<file path="src/rtl/store_pkg.sv">
// Shared definitions for the store read-modify-write controller.
//   state_t    : controller FSM state encoding
//   SZ_*       : req_size codes (3 is treated as a word store)
//   is_subword : true for sizes that need a read-modify-write
package store_pkg;

  typedef enum logic [1:0] {
    S_IDLE  = 2'd0,
    S_READ  = 2'd1,
    S_WAIT  = 2'd2,
    S_WRITE = 2'd3
  } state_t;

  localparam logic [1:0] SZ_WORD = 2'd0;
  localparam logic [1:0] SZ_BYTE = 2'd1;
  localparam logic [1:0] SZ_HALF = 2'd2;

  function automatic logic is_subword(input logic [1:0] size);
    return (size == SZ_BYTE) || (size == SZ_HALF);
  endfunction

endpackage

</file>
<file path="src/rtl/store_lane_merge.sv">
// Combinational lane merge for sub-word stores (little-endian lanes).
// Ports:
//   old_word : word captured from memory
//   new_data : store data (byte uses [7:0], half uses [15:0])
//   addr_lo  : byte address bits [1:0]
//   size     : store size code
//   merged   : word to write back
module store_lane_merge
  import store_pkg::*;
(
  input  logic [31:0] old_word,
  input  logic [31:0] new_data,
  input  logic [1:0]  addr_lo,
  input  logic [1:0]  size,
  output logic [31:0] merged
);

  always_comb begin
    merged = new_data;
    case (size)
      SZ_BYTE: begin
        merged = old_word;
        merged[{addr_lo, 3'b000} +: 8] = new_data[7:0];
      end
      SZ_HALF: begin
        merged = old_word;
        // addr_lo[0] is ignored: a misaligned half lands on its aligned pair
        if (addr_lo[1]) merged[31:16] = new_data[15:0];
        else            merged[15:0]  = new_data[15:0];
      end
      default: merged = new_data;
    endcase
  end

endmodule

</file>
<file path="src/rtl/store_rmw_controller.sv">
// Store sequencer between the MEM-stage store request and a synchronous
// word-addressed data memory. Word stores are a single write; byte/half
// stores read the word, merge the new lanes and write it back.
// Ports:
//   clk, reset          : clock, synchronous active-high reset
//   req_valid/req_ready : store handshake (ready only in IDLE)
//   req_addr/data/size  : byte address, store data, size code
//   done                : one-cycle pulse with the final write
//   busy                : high in every non-IDLE state
//   mem_en/we/addr/wdata: memory port, mem_addr is a word address
//   mem_rdata           : read data, valid RD_LAT cycles after the read
//
// state   | meaning
// --------+---------------------------------------------------------
// S_IDLE  | ready for a request; latch it on req_valid
// S_READ  | issue the read of the target word, load wait counter
// S_WAIT  | count down read latency; capture mem_rdata at zero
// S_WRITE | issue the (merged) write, pulse done
module store_rmw_controller
  import store_pkg::*;
#(
  parameter int ADDR_W = 32,
  parameter int RD_LAT = 1
) (
  input  logic              clk,
  input  logic              reset,
  input  logic              req_valid,
  output logic              req_ready,
  input  logic [ADDR_W-1:0] req_addr,
  input  logic [31:0]       req_data,
  input  logic [1:0]        req_size,
  output logic              done,
  output logic              busy,
  output logic              mem_en,
  output logic              mem_we,
  output logic [ADDR_W-3:0] mem_addr,
  output logic [31:0]       mem_wdata,
  input  logic [31:0]       mem_rdata
);

  localparam int CNT_W = (RD_LAT > 1) ? $clog2(RD_LAT) : 1;
  localparam logic [CNT_W-1:0] CNT_LOAD = CNT_W'(RD_LAT - 1);

  state_t            state;
  state_t            state_next;
  logic [ADDR_W-1:0] addr_q;
  logic [31:0]       data_q;
  logic [1:0]        size_q;
  logic [31:0]       rdata_q;
  logic [CNT_W-1:0]  wait_cnt;
  logic              wait_tc;
  logic [31:0]       merged;

  assign wait_tc = (wait_cnt == '0);

  always_ff @(posedge clk) begin
    if (reset) begin
      state    <= S_IDLE;
      addr_q   <= '0;
      data_q   <= '0;
      size_q   <= SZ_WORD;
      rdata_q  <= '0;
      wait_cnt <= '0;
    end else begin
      state <= state_next;
      if (state == S_IDLE && req_valid) begin
        addr_q <= req_addr;
        data_q <= req_data;
        size_q <= req_size;
      end
      if (state == S_READ)
        wait_cnt <= CNT_LOAD;
      else if (state == S_WAIT && !wait_tc)
        wait_cnt <= wait_cnt - CNT_W'(1);
      if (state == S_WAIT && wait_tc)
        rdata_q <= mem_rdata;
    end
  end

  always_comb begin
    state_next = state;
    done       = 1'b0;
    busy       = 1'b1;
    mem_en     = 1'b0;
    mem_we     = 1'b0;
    case (state)
      S_IDLE: begin
        busy = 1'b0;
        if (req_valid)
          state_next = is_subword(req_size) ? S_READ : S_WRITE;
      end
      S_READ: begin
        mem_en     = 1'b1;
        state_next = S_WAIT;
      end
      S_WAIT: begin
        if (wait_tc) state_next = S_WRITE;
      end
      S_WRITE: begin
        mem_en     = 1'b1;
        mem_we     = 1'b1;
        done       = 1'b1;
        state_next = S_IDLE;
      end
      default: state_next = S_IDLE;
    endcase
  end

  // Gated by reset so the pipeline never sees a handshake that reset discards.
  assign req_ready = (state == S_IDLE) && !reset;

  // Address and data are held at zero outside an access so the port is quiet.
  assign mem_addr  = mem_en ? addr_q[ADDR_W-1:2] : '0;
  assign mem_wdata = mem_we ? merged : '0;

  store_lane_merge u_merge (
    .old_word (rdata_q),
    .new_data (data_q),
    .addr_lo  (addr_q[1:0]),
    .size     (size_q),
    .merged   (merged)
  );

endmodule

</file>
<file path="config.mk">
export PLATFORM = sky130hd
export DESIGN_NAME = store_rmw_controller
export DESIGN_NICKNAME = d
export VERILOG_FILES = /design/src/rtl/store_pkg.sv /design/src/rtl/store_lane_merge.sv /design/src/rtl/store_rmw_controller.sv
export SDC_FILE = /design/constraint.sdc
export NUM_CORES = 1
export LEC_CHECK = 0
export BUFFER_PORTS_ARGS = -buffer_cell sky130_fd_sc_hd__buf_2
export CORE_UTILIZATION = 45
export DETAILED_ROUTE_END_ITERATION = 16
export PLACE_DENSITY = 0.75
export SYNTH_ARGS = -nofsm -noshare
export SYNTH_HDL_FRONTEND = slang
export SYNTH_HIERARCHICAL = 1
export SYNTH_SLANG_ARGS = --single-unit
</file>
<file path="constraint.sdc">
create_clock -name clk -period 1.95 [get_ports clk]
set_input_delay 0.2925 -clock clk [delete_from_list [all_inputs] [get_ports clk]]
set_output_delay 0.2925 -clock clk [all_outputs]
set_load 0.01 [all_outputs]
</file>
Yosys cells after proc, flatten, opt, wreduce, memory -nomap -nowiden
Index checks and enable logic that the tools add are counted.

Reduce and logical (&&, ||, !) cells: 10. Bitwise gates (word level): 1. $add $sub $neg: 2. Muxes and demuxes: 13. Equal/unequal tests: 9. Shift operators: 2.

Operators by type and width (count): one-hot mux 32 bit (2 select lines) (1); bitwise mux 32 bit (1); two-way mux 16 bit (2); two-way mux 32 bit (1); variable shift 8 x 7 -> 32 bit (first input constant) (1); variable part select 8 x 7 -> 32 bit (1); two-way mux 30 bit (1); equality test 2 bit (second input constant) (4); one-hot mux 2 bit (4 select lines) (1); negator 5 -> 7 bit (1); equality test 2 x 1 -> 1 bit (second input constant) (3); two-way mux 2 bit (3); logical AND 1 bit (4); != test 2 bit (second input constant) (2); OR reduction 2 bit (2); two-way mux 1 bit (3); logical NOT 2 bit (1); AND reduction 2 bit (1); logical NOT 1 bit (1); logical OR 1 bit (1); NOT 1 bit (1); subtractor 1 bit (second input constant) (1).

Register bits: 101. Logic and storage cells: 43. Output and inout port bits: 67. Input port bits: 101.

Logic depth before layout (Yosys ltp)
Depth after elaboration: 5. Mapped depth: 8. Gate-level depth less buffers: 6.

Cells and area by module
The synthesis kept the hierarchy.

By module, submodules not included: store_rmw_controller (instances 1, sequential area each 2021.9 µm², cells an instance 523, area an instance 4129.0 µm²); store_lane_merge (instances 1, sequential area each 0.0 µm², cells an instance 140, area an instance 1073.5 µm²).

Worst setup path after synthesis
No wires, ideal clock.

Path type: register to output. Start point: reg addr_q[1]. End point: out mem_wdata[0]. Cell stages (with the launch flop): 8. Arrival time: 1.841 ns. Data required time: 1.657 ns. Setup slack: -0.184 ns. Buffers on the path: 1. Cells stage by stage: dfxtp_1 > buf_4 > inv_2 > ha_1 > nor3b_1 > a221o_2 > a22o_1 > and2_1.

Word-level cells in the longest chain between the ends: 5. Elaborated cells between the ends (all ways): 7. Classes of those cells: 1 x add/sub; 2 x shift; 4 x mux.

Ends and longest elaborated chain: start, declared (line store_rmw_controller.sv:46) `logic [ADDR_W-1:0] addr_q;`; start signal, assigned (line store_rmw_controller.sv:67) `addr_q <= req_addr;`; negator 5 -> 7 bit (line store_lane_merge.sv:23) `merged[{addr_lo, 3'b000} +: 8] = new_data[7:0];`; variable part select 8 x 7 -> 32 bit or variable shift 8 x 7 -> 32 bit (tied branches) (line store_lane_merge.sv:23); bitwise mux 32 bit (line store_lane_merge.sv:23); one-hot mux 32 bit (2 select lines) (*) (line store_lane_merge.sv:20) `case (size)`; named net merged[0] (line store_rmw_controller.sv:52) `logic [31:0] merged;`; two-way mux 32 bit (*) (line store_rmw_controller.sv:114) `assign mem_wdata = mem_we ? merged : '0;`; end, declared (line store_rmw_controller.sv:37) `output logic [31:0] mem_wdata,`.

Mark *: on every way through the listed nets, which the timed path passes. The rest lies on a longest branch.

Worst setup path in the final report
Start point: reg addr_q[1]. End point: out mem_wdata[2].

Same word-level chain as after synthesis.

==> results.sh <==
export IMPL_syn_area_um2=5202
export IMPL_first_global_vias=4924
export IMPL_ioPinCount=168
export IMPL_r2r_end="addr_q[23]"
export IMPL_final_net_count=953
export IMPL_hold_violations=0
export IMPL_num_antenna_cells=0
export IMPL_grt_overflow=0
export IMPL_clock_power_share_pct=25.9
export IMPL_wirelength_mm=15.77
export IMPL_clkTransAtPathRegs_ns=0.07
export IMPL_dieArea_um2=11990
export IMPL_antenna_left=0
export IMPL_crit_type="reg2out"
export IMPL_period_share_pct=122.0
export IMPL_powerDensity_nw_per_um2=1087
export IMPL_period_minus_slack_ns=2.378
export IMPL_synth_top_family_by_area="simple AND/OR/NAND/NOR gates"
export IMPL_switching_share_pct=35.57
export IMPL_status="complete, but fails checks"
export IMPL_fin_area_um2=7071
export IMPL_fin_skew_ns=0.006955
export IMPL_cp_endpoint="mem_wdata[2]"
export IMPL_tritoncts="done"
export IMPL_synth_xor_area_share_pct=0.1684
export IMPL_endpoint_kind="output pin"
export IMPL_initial_core_util_pct=47.16
export IMPL_cts_htree_levels=3
export IMPL_violations="setup timing"
export IMPL_async_reset_ff_share_pct=0
export IMPL_avgSynthCellArea_um2=7.847
export IMPL_antenna_found_initial=0
export IMPL_required_ns=1.66
export IMPL_gp_congestion=0.8946
export IMPL_holdBufCountCts=0
export IMPL_regToRegSetupSlack_ns=0.25
export IMPL_fp_row_count=38
export IMPL_dr_pass1_iters=5
export IMPL_startpoint_type="register"
export IMPL_p_int_w=0.004952
export IMPL_numCtsBuffers=9
export IMPL_clock_path_buffers=2
export IMPL_via_per_inst=5.305
export IMPL_drc=0
export IMPL_timing_final_max_slew_violations=0
export IMPL_drt_iter0_markers=315
export IMPL_vias=5215
export IMPL_worstMarginPinSlew_ns=0.3904
export IMPL_layout_setup_ws_ns=-0.4284
export IMPL_synthAdderAreaFrac_pct=3.367
export IMPL_crit_arrival_ns=2.09
export IMPL_ys_ff_latch=101
export IMPL_place_area_um2=6267
export IMPL_stdcell_count=983
export IMPL_synth_ff_type="dfxtp_1"
export IMPL_max_freq_ghz=0.4204
export IMPL_chipWidth_um=109.5
export IMPL_p_leak_nw=3.007
export IMPL_clkLatencyLatePin_ns=0.35
export IMPL_coreArea_um2=11030
export IMPL_wl_per_cell_um=16.04
export IMPL_track_usage_pct=26.34
export IMPL_ys_types=43
export IMPL_max_slew_margin_rel_pct=73.94
export IMPL_dp_hpwl_mm=10.98
export IMPL_worstReg2RegStart="state[0]"
export IMPL_most_common_layout_cells="207 x nand2_1, 160 x buf_2, 95 x dfxtp_1"
export IMPL_p_seq_share_pct=35.7
export IMPL_yosys_area_top_type="dfxtp_1"
export IMPL_dp_worst_setup_slack_ns=-0.1850
export IMPL_synth_nets=778
export IMPL_syn_inst=663
export IMPL_cts_sinks=101
export IMPL_grt_max_degree=70
export IMPL_ys_seq_area_share_pct=38.86
export IMPL_syn_to_final_growth_pct=35.91
export IMPL_rr_worst_depth=6
export IMPL_rsz0062_at_grt="yes"
export IMPL_drive_gt1_share_pct=34.76
export IMPL_dp_cells=956
export IMPL_synth_compound_area_share_pct=18.90
export IMPL_crit_start="addr_q[1]"
export IMPL_ir_worst_vdd_uv=767.0
export IMPL_die_y_um=109.5
export IMPL_p_sw_w=0.002734
export IMPL_ys_warn_count=6
export IMPL_path_max_fanout=8
export IMPL_grt_pass1_wl_mm=23.96
export IMPL_setup_viol=32
export IMPL_min_path_type="in2reg"
export IMPL_synth_area_leaders="dfxtp_1 39%, nand2_1 15%, a21oi_1 8.9%"
export IMPL_power_total_w=0.007686
export IMPL_finalHoldWorstSlack_ns=0.1711
export IMPL_pwr_share_comb_pct=38.4
export IMPL_io_buffers=167
export IMPL_root_buffer="clkbuf_16"
export IMPL_synth_edf_count=0
export IMPL_drv_cap=0
export IMPL_yosys_area_share_simple_pct=29.00
export IMPL_layout_commonest_cell="nand2_1"
export IMPL_muxShareOfSynthArea_pct=3.271
export IMPL_yosys_area_top_type_share_pct=38.86
how the worst min path moves through the flow:
stage,slack (ns),cells after the start,from,endpoint
CTS,0.16,3,req_addr[29],addr_q[29]
floorplan,0.42,2,req_addr[1],addr_q[1]
finish,0.17,3,req_addr[29],addr_q[29]
detailed placement,0.44,2,addr_q[30],addr_q[30]
global route,0.17,3,mem_rdata[31],rdata_q[31]
global placement,0.44,2,addr_q[14],addr_q[14]
sequential cells by signal (all words and copies together) (netlist names):
signal,count
data_q,32
size_q,2
wait_cnt,1
state,2
rdata_q,32
addr_q,32
cell type report:
cell class / count / area (µm²)
tap: 140 / 175.2
sequential: 101 / 2039
clock buffer: 10 / 239.0
multi-input combinational: 502 / 3115
inverter: 12 / 52.55
timing repair buffer: 212 / 1355
clock inverter: 6 / 93.84
fill: 968 / 3960
power groups by stage:
stage	Clock [W]	Sequential [W]	Combinational, W
4_1_cts	0.00201	0.00273	0.00284
3_3_place_gp	0	0.00274	0.00237
2_1_floorplan	0	0.00264	0.00176
3_5_place_dp	0	0.00275	0.00245
6_report	0.00199	0.00274	0.00295
5_1_grt	0.00210	0.00278	0.00323
cells in the mapped netlist (4+ instances only):
master    count
a22o_1        8
a221o_1      16
ha_1         14
nand3_1       8
nor3_1        4
buf_2        15
o21ai_0       8
o211ai_1      8
inv_1        11
and2b_1      12
dfxtp_1     101
mux2i_1      17
clkbuf_1     15
nand2_1     208
a22oi_1       7
buf_6         8
a21oi_2       9
and2_1       33
buf_4         8
a21oi_1      92
nand2b_1      4
nor2b_1      28
and3_1        4
timing repair:
action	CTS	global route
cloned	2	0
pin swaps	12	20
resized for setup	22	60
endpoints found under the setup margin	62	56
setup buffers	5	7
per-stage QoR:
stage               TNS [ns]  utilization (%)
floorplan                  0                -
global placement      -3.234            56.82
detailed placement    -4.111            56.82
CTS                   -12.96            61.60
global route          -13.87            64.10
finish                -11.43            64.10
critical path, cell delays in order, from the launching register on:
cell and delay (ns):
dfxtp_4 0.37, inv_4 0.05, ha_4 0.30, nor3b_2 0.05
a221o_2 0.44, a22o_1 0.24, and2_1 0.14, buf_2 0.13
metal layers:
layer	global-route usage [%]	wire length (µm)
met1	29.66	6233
met2	47.30	8064
met3	8.062	1189
met4	8.286	286
met5	0	0
cell families (layout without fill, tap and decap cells):
| group | Yosys count | in the layout |
|---|---|---|
| simple gates | 316 | 316 |
| xor+xnor | 1 | 1 |
| fa+ha+maj | 14 | 14 |
| buf+inv | 60 | 240 |
| compound gates | 154 | 154 |
| mux | 17 | 17 |
| flops | 101 | 101 |
(Power assumes the default switching activity.)
